**src/rtl/uart_tx_fifo.sv**
```systemverilog
// rtl/uart_tx_fifo.sv - UART transmitter with integrated transmit FIFO
//
// Purpose: accepts bytes from a register-port style write interface into a
// circular FIFO. It serialises them onto tx_o as UART frames with start bit,
// DATA_BITS data bits (LSB first), optional parity and STOP_BITS stop bits.
// Frames are sent back-to-back with no idle gap while the FIFO has data.
//
// Ports:
//   clk      system clock, rising edge
//   rst      synchronous active-high reset
//   data_i   byte to transmit (bits above DATA_BITS-1 ignored)
//   valid_i  write request, accepted when valid_i && ready_o
//   ready_o  FIFO not full
//   empty_o  FIFO empty
//   count_o  FIFO occupancy 0..FIFO_DEPTH
//   busy_o   shifter active or FIFO non-empty
//   tx_o     serial line, idle high
module uart_tx_fifo #(
  parameter int CLK_FREQ   = 100000000,
  parameter int BAUD_RATE  = 115200,
  parameter int DATA_BITS  = 8,
  parameter int PARITY     = 0,
  parameter int STOP_BITS  = 1,
  parameter int FIFO_DEPTH = 16
) (
  input  logic                               clk,
  input  logic                               rst,
  input  logic [7:0]                         data_i,
  input  logic                               valid_i,
  output logic                               ready_o,
  output logic                               empty_o,
  output logic [$clog2(FIFO_DEPTH+1)-1:0]    count_o,
  output logic                               busy_o,
  output logic                               tx_o
);

  localparam int BIT_PERIOD = CLK_FREQ / BAUD_RATE;
  localparam int CW         = $clog2(FIFO_DEPTH + 1);
  localparam int AW         = $clog2(FIFO_DEPTH);
  localparam int BCW        = $clog2(BIT_PERIOD);

  localparam logic [7:0]     DATA_MASK = 8'((1 << DATA_BITS) - 1);
  localparam logic [BCW-1:0] BIT_LAST  = BCW'(BIT_PERIOD - 1);
  localparam logic [3:0]     DATA_LAST = 4'(DATA_BITS - 1);
  localparam logic [3:0]     STOP_LAST = 4'(STOP_BITS - 1);
  localparam logic [CW-1:0]  FULL      = CW'(FIFO_DEPTH);

  typedef enum logic [2:0] {
    S_IDLE,
    S_START,
    S_DATA,
    S_PARITY,
    S_STOP
  } state_t;

  // ---------------------------------------------------------------- FIFO
  logic [7:0]    mem [FIFO_DEPTH];
  logic [AW-1:0] wr_ptr;
  logic [AW-1:0] rd_ptr;
  logic [CW-1:0] count;
  logic          push;
  logic          pop;
  logic [7:0]    head;
  logic          head_par;

  // ready_o comes from the registered occupancy only, so a pop on the same
  // edge never lets a write into a full FIFO.
  assign ready_o = (count != FULL);
  assign empty_o = (count == '0);
  assign count_o = count;
  assign push    = valid_i && ready_o;
  assign head    = mem[rd_ptr];
  // Entries are stored masked, so the reduction covers only the data bits.
  assign head_par = (^head) ^ (PARITY == 1);

  always_ff @(posedge clk) begin
    if (push) begin
      mem[wr_ptr] <= data_i & DATA_MASK;
    end
  end

  always_ff @(posedge clk) begin
    if (rst) begin
      wr_ptr <= '0;
      rd_ptr <= '0;
      count  <= '0;
    end else begin
      if (push) begin
        wr_ptr <= wr_ptr + 1'b1;
      end
      if (pop) begin
        rd_ptr <= rd_ptr + 1'b1;
      end
      case ({push, pop})
        2'b10:   count <= count + 1'b1;
        2'b01:   count <= count - 1'b1;
        default: count <= count;
      endcase
    end
  end

  // ------------------------------------------------------------- shifter
  state_t         state, state_n;
  logic [BCW-1:0] bit_cnt, bit_cnt_n;
  logic [3:0]     bit_idx, bit_idx_n;
  logic [7:0]     shreg, shreg_n;
  logic           par_bit, par_bit_n;
  logic           tx, tx_n;
  logic           bit_done;

  assign bit_done = (bit_cnt == BIT_LAST);
  assign tx_o     = tx;
  assign busy_o   = (state != S_IDLE) || (count != '0);

  always_comb begin
    state_n   = state;
    bit_cnt_n = bit_done ? '0 : bit_cnt + 1'b1;
    bit_idx_n = bit_idx;
    shreg_n   = shreg;
    par_bit_n = par_bit;
    tx_n      = tx;
    pop       = 1'b0;

    case (state)
      S_IDLE: begin
        bit_cnt_n = '0;
        tx_n      = 1'b1;
        if (count != '0) begin
          pop       = 1'b1;
          shreg_n   = head;
          par_bit_n = head_par;
          tx_n      = 1'b0;
          state_n   = S_START;
        end
      end

      S_START: begin
        if (bit_done) begin
          tx_n      = shreg[0];
          bit_idx_n = '0;
          state_n   = S_DATA;
        end
      end

      S_DATA: begin
        if (bit_done) begin
          if (bit_idx == DATA_LAST) begin
            bit_idx_n = '0;
            if (PARITY != 0) begin
              tx_n    = par_bit;
              state_n = S_PARITY;
            end else begin
              tx_n    = 1'b1;
              state_n = S_STOP;
            end
          end else begin
            // Shift so the next bit to send is always shreg[0].
            bit_idx_n = bit_idx + 1'b1;
            shreg_n   = shreg >> 1;
            tx_n      = shreg[1];
          end
        end
      end

      S_PARITY: begin
        if (bit_done) begin
          tx_n      = 1'b1;
          bit_idx_n = '0;
          state_n   = S_STOP;
        end
      end

      S_STOP: begin
        if (bit_done) begin
          if (bit_idx == STOP_LAST) begin
            bit_idx_n = '0;
            if (count != '0) begin
              // Next frame's start bit goes out on this same edge.
              pop       = 1'b1;
              shreg_n   = head;
              par_bit_n = head_par;
              tx_n      = 1'b0;
              state_n   = S_START;
            end else begin
              tx_n    = 1'b1;
              state_n = S_IDLE;
            end
          end else begin
            bit_idx_n = bit_idx + 1'b1;
          end
        end
      end

      default: begin
        tx_n    = 1'b1;
        state_n = S_IDLE;
      end
    endcase
  end

  always_ff @(posedge clk) begin
    if (rst) begin
      state   <= S_IDLE;
      bit_cnt <= '0;
      bit_idx <= '0;
      shreg   <= '0;
      par_bit <= 1'b0;
      tx      <= 1'b1;
    end else begin
      state   <= state_n;
      bit_cnt <= bit_cnt_n;
      bit_idx <= bit_idx_n;
      shreg   <= shreg_n;
      par_bit <= par_bit_n;
      tx      <= tx_n;
    end
  end

endmodule
```
**config.mk**
```make
export PLATFORM = sky130hd
export DESIGN_NAME = uart_tx_fifo
export DESIGN_NICKNAME = d
export VERILOG_FILES = /design/src/rtl/uart_tx_fifo.sv
export SDC_FILE = /design/constraint.sdc
export NUM_CORES = 1
export LEC_CHECK = 0
export CAP_MARGIN = 0
export CELL_PAD_IN_SITES_DETAIL_PLACEMENT = 0
export CELL_PAD_IN_SITES_GLOBAL_PLACEMENT = 1
export CORE_MARGIN = 5
export CORE_UTILIZATION = 31
export CTS_CLUSTER_DIAMETER = 120
export DETAILED_ROUTE_END_ITERATION = 10
export PLACE_DENSITY = 0.53
export RECOVER_POWER = 100
export SYNTH_ARGS = -nofsm -noshare
export SYNTH_HDL_FRONTEND = slang
export SYNTH_SLANG_ARGS = --single-unit
```
**constraint.sdc**
```tcl
create_clock -name clk -period 4.8 [get_ports clk]
set_clock_uncertainty 0.2 [all_clocks]
set_input_delay 0.48 -clock clk [delete_from_list [all_inputs] [get_ports clk]]
set_output_delay 0.48 -clock clk [all_outputs]
set_load 0.03 [all_outputs]
```
==> results <==
- Counting both buffers and inverters, the worst setup path holds a total of 1.
- The mapped netlist covers approximately 7300 um^2.
- The initial standard-cell utilization of the core is 0.3123.
- For this block, the initial DRC count from the detailed router was ~270.
- The via count of the first global-routing pass came to around 4200.
- The proportion of layout cells with a drive suffix above 1 is 0.1523.
- The multi-input logic area is ~2300 um^2.
- The critical path data arrival time is 4.38 ns.
- The peak fanout along the critical path is 15.
- The final number of max-transition violations was 0.
- After layout, the minimum clock period comes to roughly 4.2 ns.
- The maximum clock path buffer count is 2.
- The via count normalized by instance count is 4.837.
- The H-tree generated during clock tree synthesis spans 4 levels.
- The congestion estimate from routability-driven global placement came to about 0.76.
- The count of input and output buffers is 19.
- For this block, the routed nets add up to around 16 mm of wire.
- The global-route wire length before repair is 24.91 mm.
- The floorplan die area is between 20000 and 30000 um^2.
- The internal power is between 2 and 3 mW.
- Of the post-synthesis cell area, the dominant cell type holds 0.5290.
- STA classifies the critical path endpoint as a flop.
- The sequential-to-total area share from yosys stat is 0.6475.
- Summed over all nets, the switching power comes to 1.402 mW.
- During I/O placement, the number of pins put on the boundary was 20.
- The slowest stage of the critical path belongs to the cell sky130_fd_sc_hd__or4_4.
- The tree built by TritonCTS fans out to 171 sinks.
- The average instance in the mapped netlist occupies 14.44 um^2.
- Counting distinct cell types in the post-synthesis netlist gives 61.
- The number of synthesized flops with an enable pin is 128.
- The peak ir drop on the vdd network is ~0.18 mV.
- The largest net degree at the start of global routing is 39.
- The CTS tree is built.
- For this run, the leading register cell type out of synthesis is sky130_fd_sc_hd__edfxtp_1.
- The number of search-and-repair iterations in the first detailed-routing pass is 4.
- The repair_antennas step left the layout with diodes totalling 0.
- The number of synthesis warnings is 0.
- Max-cap violations in this run came to 0.
- In the final routed layout, each cell accounts on average for approximately 19 um.
- Across the whole layout, storage elements account for 4706 um^2.
- The final clock period utilization by the worst path is 0.8783.
- The all-layer global routing usage is 0.1252.
- The register clock-pin slew on the reported worst setup and hold paths is about 0.07 ns.
- Setup repair after global routing left no endpoint under its margin.
- Counting flops and latches in the post-synthesis netlist gives between 150 and 200.
- Synthesis produced 503 cells.
- Leaving out fill and tap cells, the most frequent cells in the layout are sky130_fd_sc_hd__edfxtp_1, sky130_fd_sc_hd__nor2_1, sky130_fd_sc_hd__dfxtp_1.
- The highest cell delay on the worst timing path is between 0.5 and 0.6 ns.
- The reported leakage power is around 2.6 nW.
- The later pin in the worst-skew pair is clocked with a latency of 0.43 ns.
- Grouping stages by cell kind, the critical path spends the most delay in simple AND/OR/NAND/NOR gates.
- The overflow left after global routing is 0.
- The largest area contributor in the synthesized netlist is sky130_fd_sc_hd__edfxtp_1.
- The total vias in the final route is between 4000 and 5000.
- Hold timing on the final database bottoms out at a slack of about 0.26 ns.
- The worst path required time is 4.97 ns.
- The synthesized net count is around 520.
- The area growth from synthesis to layout is 14.45%.
- The number of gates given a new drive strength after cts is 0.
- The proportion of power drawn by the clock network is 0.317.
- The final number of hold-violating endpoints came to 0.
- The category of the worst setup path launch point is a flop.
- After floorplanning, the core was divided into between 50 and 60 placement rows.
- The initial antenna violation count was 0.
- The maximum clock rate is 237.2 MHz.
- The library cell used most frequently in the layout, excluding fill and tap cells, is sky130_fd_sc_hd__edfxtp_1.
- The final count of negative-setup-slack endpoints is 0.
- The remaining number of nets flagged by the antenna check after routing is 0.
- The placeable core region is 23260 um^2.
- The worst max-slew margin expressed relative to the limit is 0.2878.
- The run finished with clean final reports.
- The proportion of power drawn by combinational gates is 0.250.
- The slack of the worst reg-to-reg path is just under 0.6 ns.
- The clock buffer count from CTS is 17.
- The count of buffers added by post-CTS timing repair for setup is 0.
- Dividing total power by cell area gives a power density of around 510 nW/um^2.
- The sequential fraction of design power is 0.433.
- The signal on the critical path passes through ha_1, or4b_1, or4_4, a21o_1, inv_1, ha_1, xor2_1, ha_1, nor2b_1, o21ai_0, or3_1, a21oi_1, a311o_1.
- The horizontal extent of the die is 163.1 um.
- Ranked by total cell area, the synthesized netlist is headed by sky130_fd_sc_hd__edfxtp_1, sky130_fd_sc_hd__dfxtp_1, sky130_fd_sc_hd__mux4_2.
- By startpoint and endpoint, the worst setup path is classified as flop to flop.
- The switching portion of total power is 0.3300.
- The number of nets in the finished design is between 500 and 600.
- The die is approximately 160 um tall.
- The final core area utilization is 0.3575.
- After legalization and detailed placement, the total HPWL measured 10.14 mm.
- The count of unresolved DRC violations after routing is 0.
- The setup total negative slack is 0 ns.
- CTS placed an instance of sky130_fd_sc_hd__clkbuf_16 at the clock tree root.
- The class of the tightest hold or removal check is flop to flop.
- Counting stages on the worst path, the most repeated cell is sky130_fd_sc_hd__ha_1.
- The filler cells instantiated in the layout total 2297.
- The hold buffer count at cts is 0.
- The transition time at the pin with the least slew margin is roughly 1.1 ns.
- Of all flip-flops after synthesis, the portion carrying an async set or reset was 0.
sequential cells by signal (all words and copies together) (netlist names), named ones only:
register / cells
wr_ptr: 4
tx_o: 1
shreg: 8
rd_ptr: 4
count_o: 5
bit_cnt: 10
bit_idx: 4
state: 3
mem: 128
routing by layer:
layer / up-vias / track usage / part of all wire
met5: - / 0 / 0
met4: 0 / 0.03584 / 0.010
li1: 1947 / - / -
met3: 9 / 0.02927 / 0.025
met2: 48 / 0.1974 / 0.48
met1: 2112 / 0.1740 / 0.48
path summary, 6_finish.rpt:
check                           startpoint         end  depth (start not counted)
worst max register to register  bit_cnt[0]  count_o[4]                         13
worst min-delay path            bit_cnt[0]  bit_cnt[0]                          1
worst min register to register  bit_cnt[0]  bit_cnt[0]                          1
worst max-delay path            bit_cnt[0]  count_o[4]                         13
power groups by stage:
stage                     Combinational (mW)  Clock (mW)  Sequential (mW)
after floorplan                        0.885           0             1.80
after global placement                  1.12           0             1.88
after detailed placement                1.12           0             1.88
after CTS                               1.13        1.37             1.85
after global routing                    1.17        1.45             1.87
final                                   1.06        1.35             1.84
stage by stage:
step,setup slack [ns],instances,area [um^2],power [mW]
floorplan,1.016,503,7266,2.690
global placement,0.6766,819,7782,2.999
detailed placement,0.6337,819,7782,3.005
CTS,0.5937,851,8358,4.350
global route,0.1739,851,8315,4.491
finish,0.5841,851,8315,4.250
cells by family after synthesis:
kind of cell / Yosys count / share of synthesized area
buf+inv: 48 / 0.02772
fa+ha+maj: 10 / 0.01722
mux: 45 / 0.1161
xor+xnor: 15 / 0.01808
compound gates: 81 / 0.07818
simple gates: 133 / 0.09523
flops: 171 / 0.6475
cell type report:
type / instances / area share
sequential: 171 / 0.5659
multi-input combinational: 284 / 0.2809
clock buffer: 18 / 0.05161
tap: 319 / 0.04800
timing repair buffer: 27 / 0.02784
clock inverter: 14 / 0.01760
inverter: 18 / 0.008125
worst reg2reg max path, cell delays in order, from the launching register on:
cell and delay, ns:
sky130_fd_sc_hd__dfxtp_1 0.36, sky130_fd_sc_hd__ha_1 0.27, sky130_fd_sc_hd__or4b_1 0.48, sky130_fd_sc_hd__or4_4 0.59
sky130_fd_sc_hd__a21o_1 0.40, sky130_fd_sc_hd__inv_1 0.24, sky130_fd_sc_hd__ha_1 0.38, sky130_fd_sc_hd__xor2_1 0.18
sky130_fd_sc_hd__ha_1 0.22, sky130_fd_sc_hd__nor2b_1 0.13, sky130_fd_sc_hd__o21ai_0 0.10, sky130_fd_sc_hd__or3_1 0.31
sky130_fd_sc_hd__a21oi_1 0.15, sky130_fd_sc_hd__a311o_1 0.13
synth_stat cells (all sizes together) (6+ instances only):
cell type / number
edfxtp: 128
nor2: 46
dfxtp: 43
mux4: 31
clkbuf: 23
nand2: 23
o21ai: 22
inv: 17
a21oi: 16
a211oi: 12
nand3: 11
ha: 10
mux2i: 10
xor2: 10
nor3: 9
buf: 7
o22ai: 7
nand3b: 6
nor2b: 6
No activity file was read; power rests on OpenSTA's default activity.
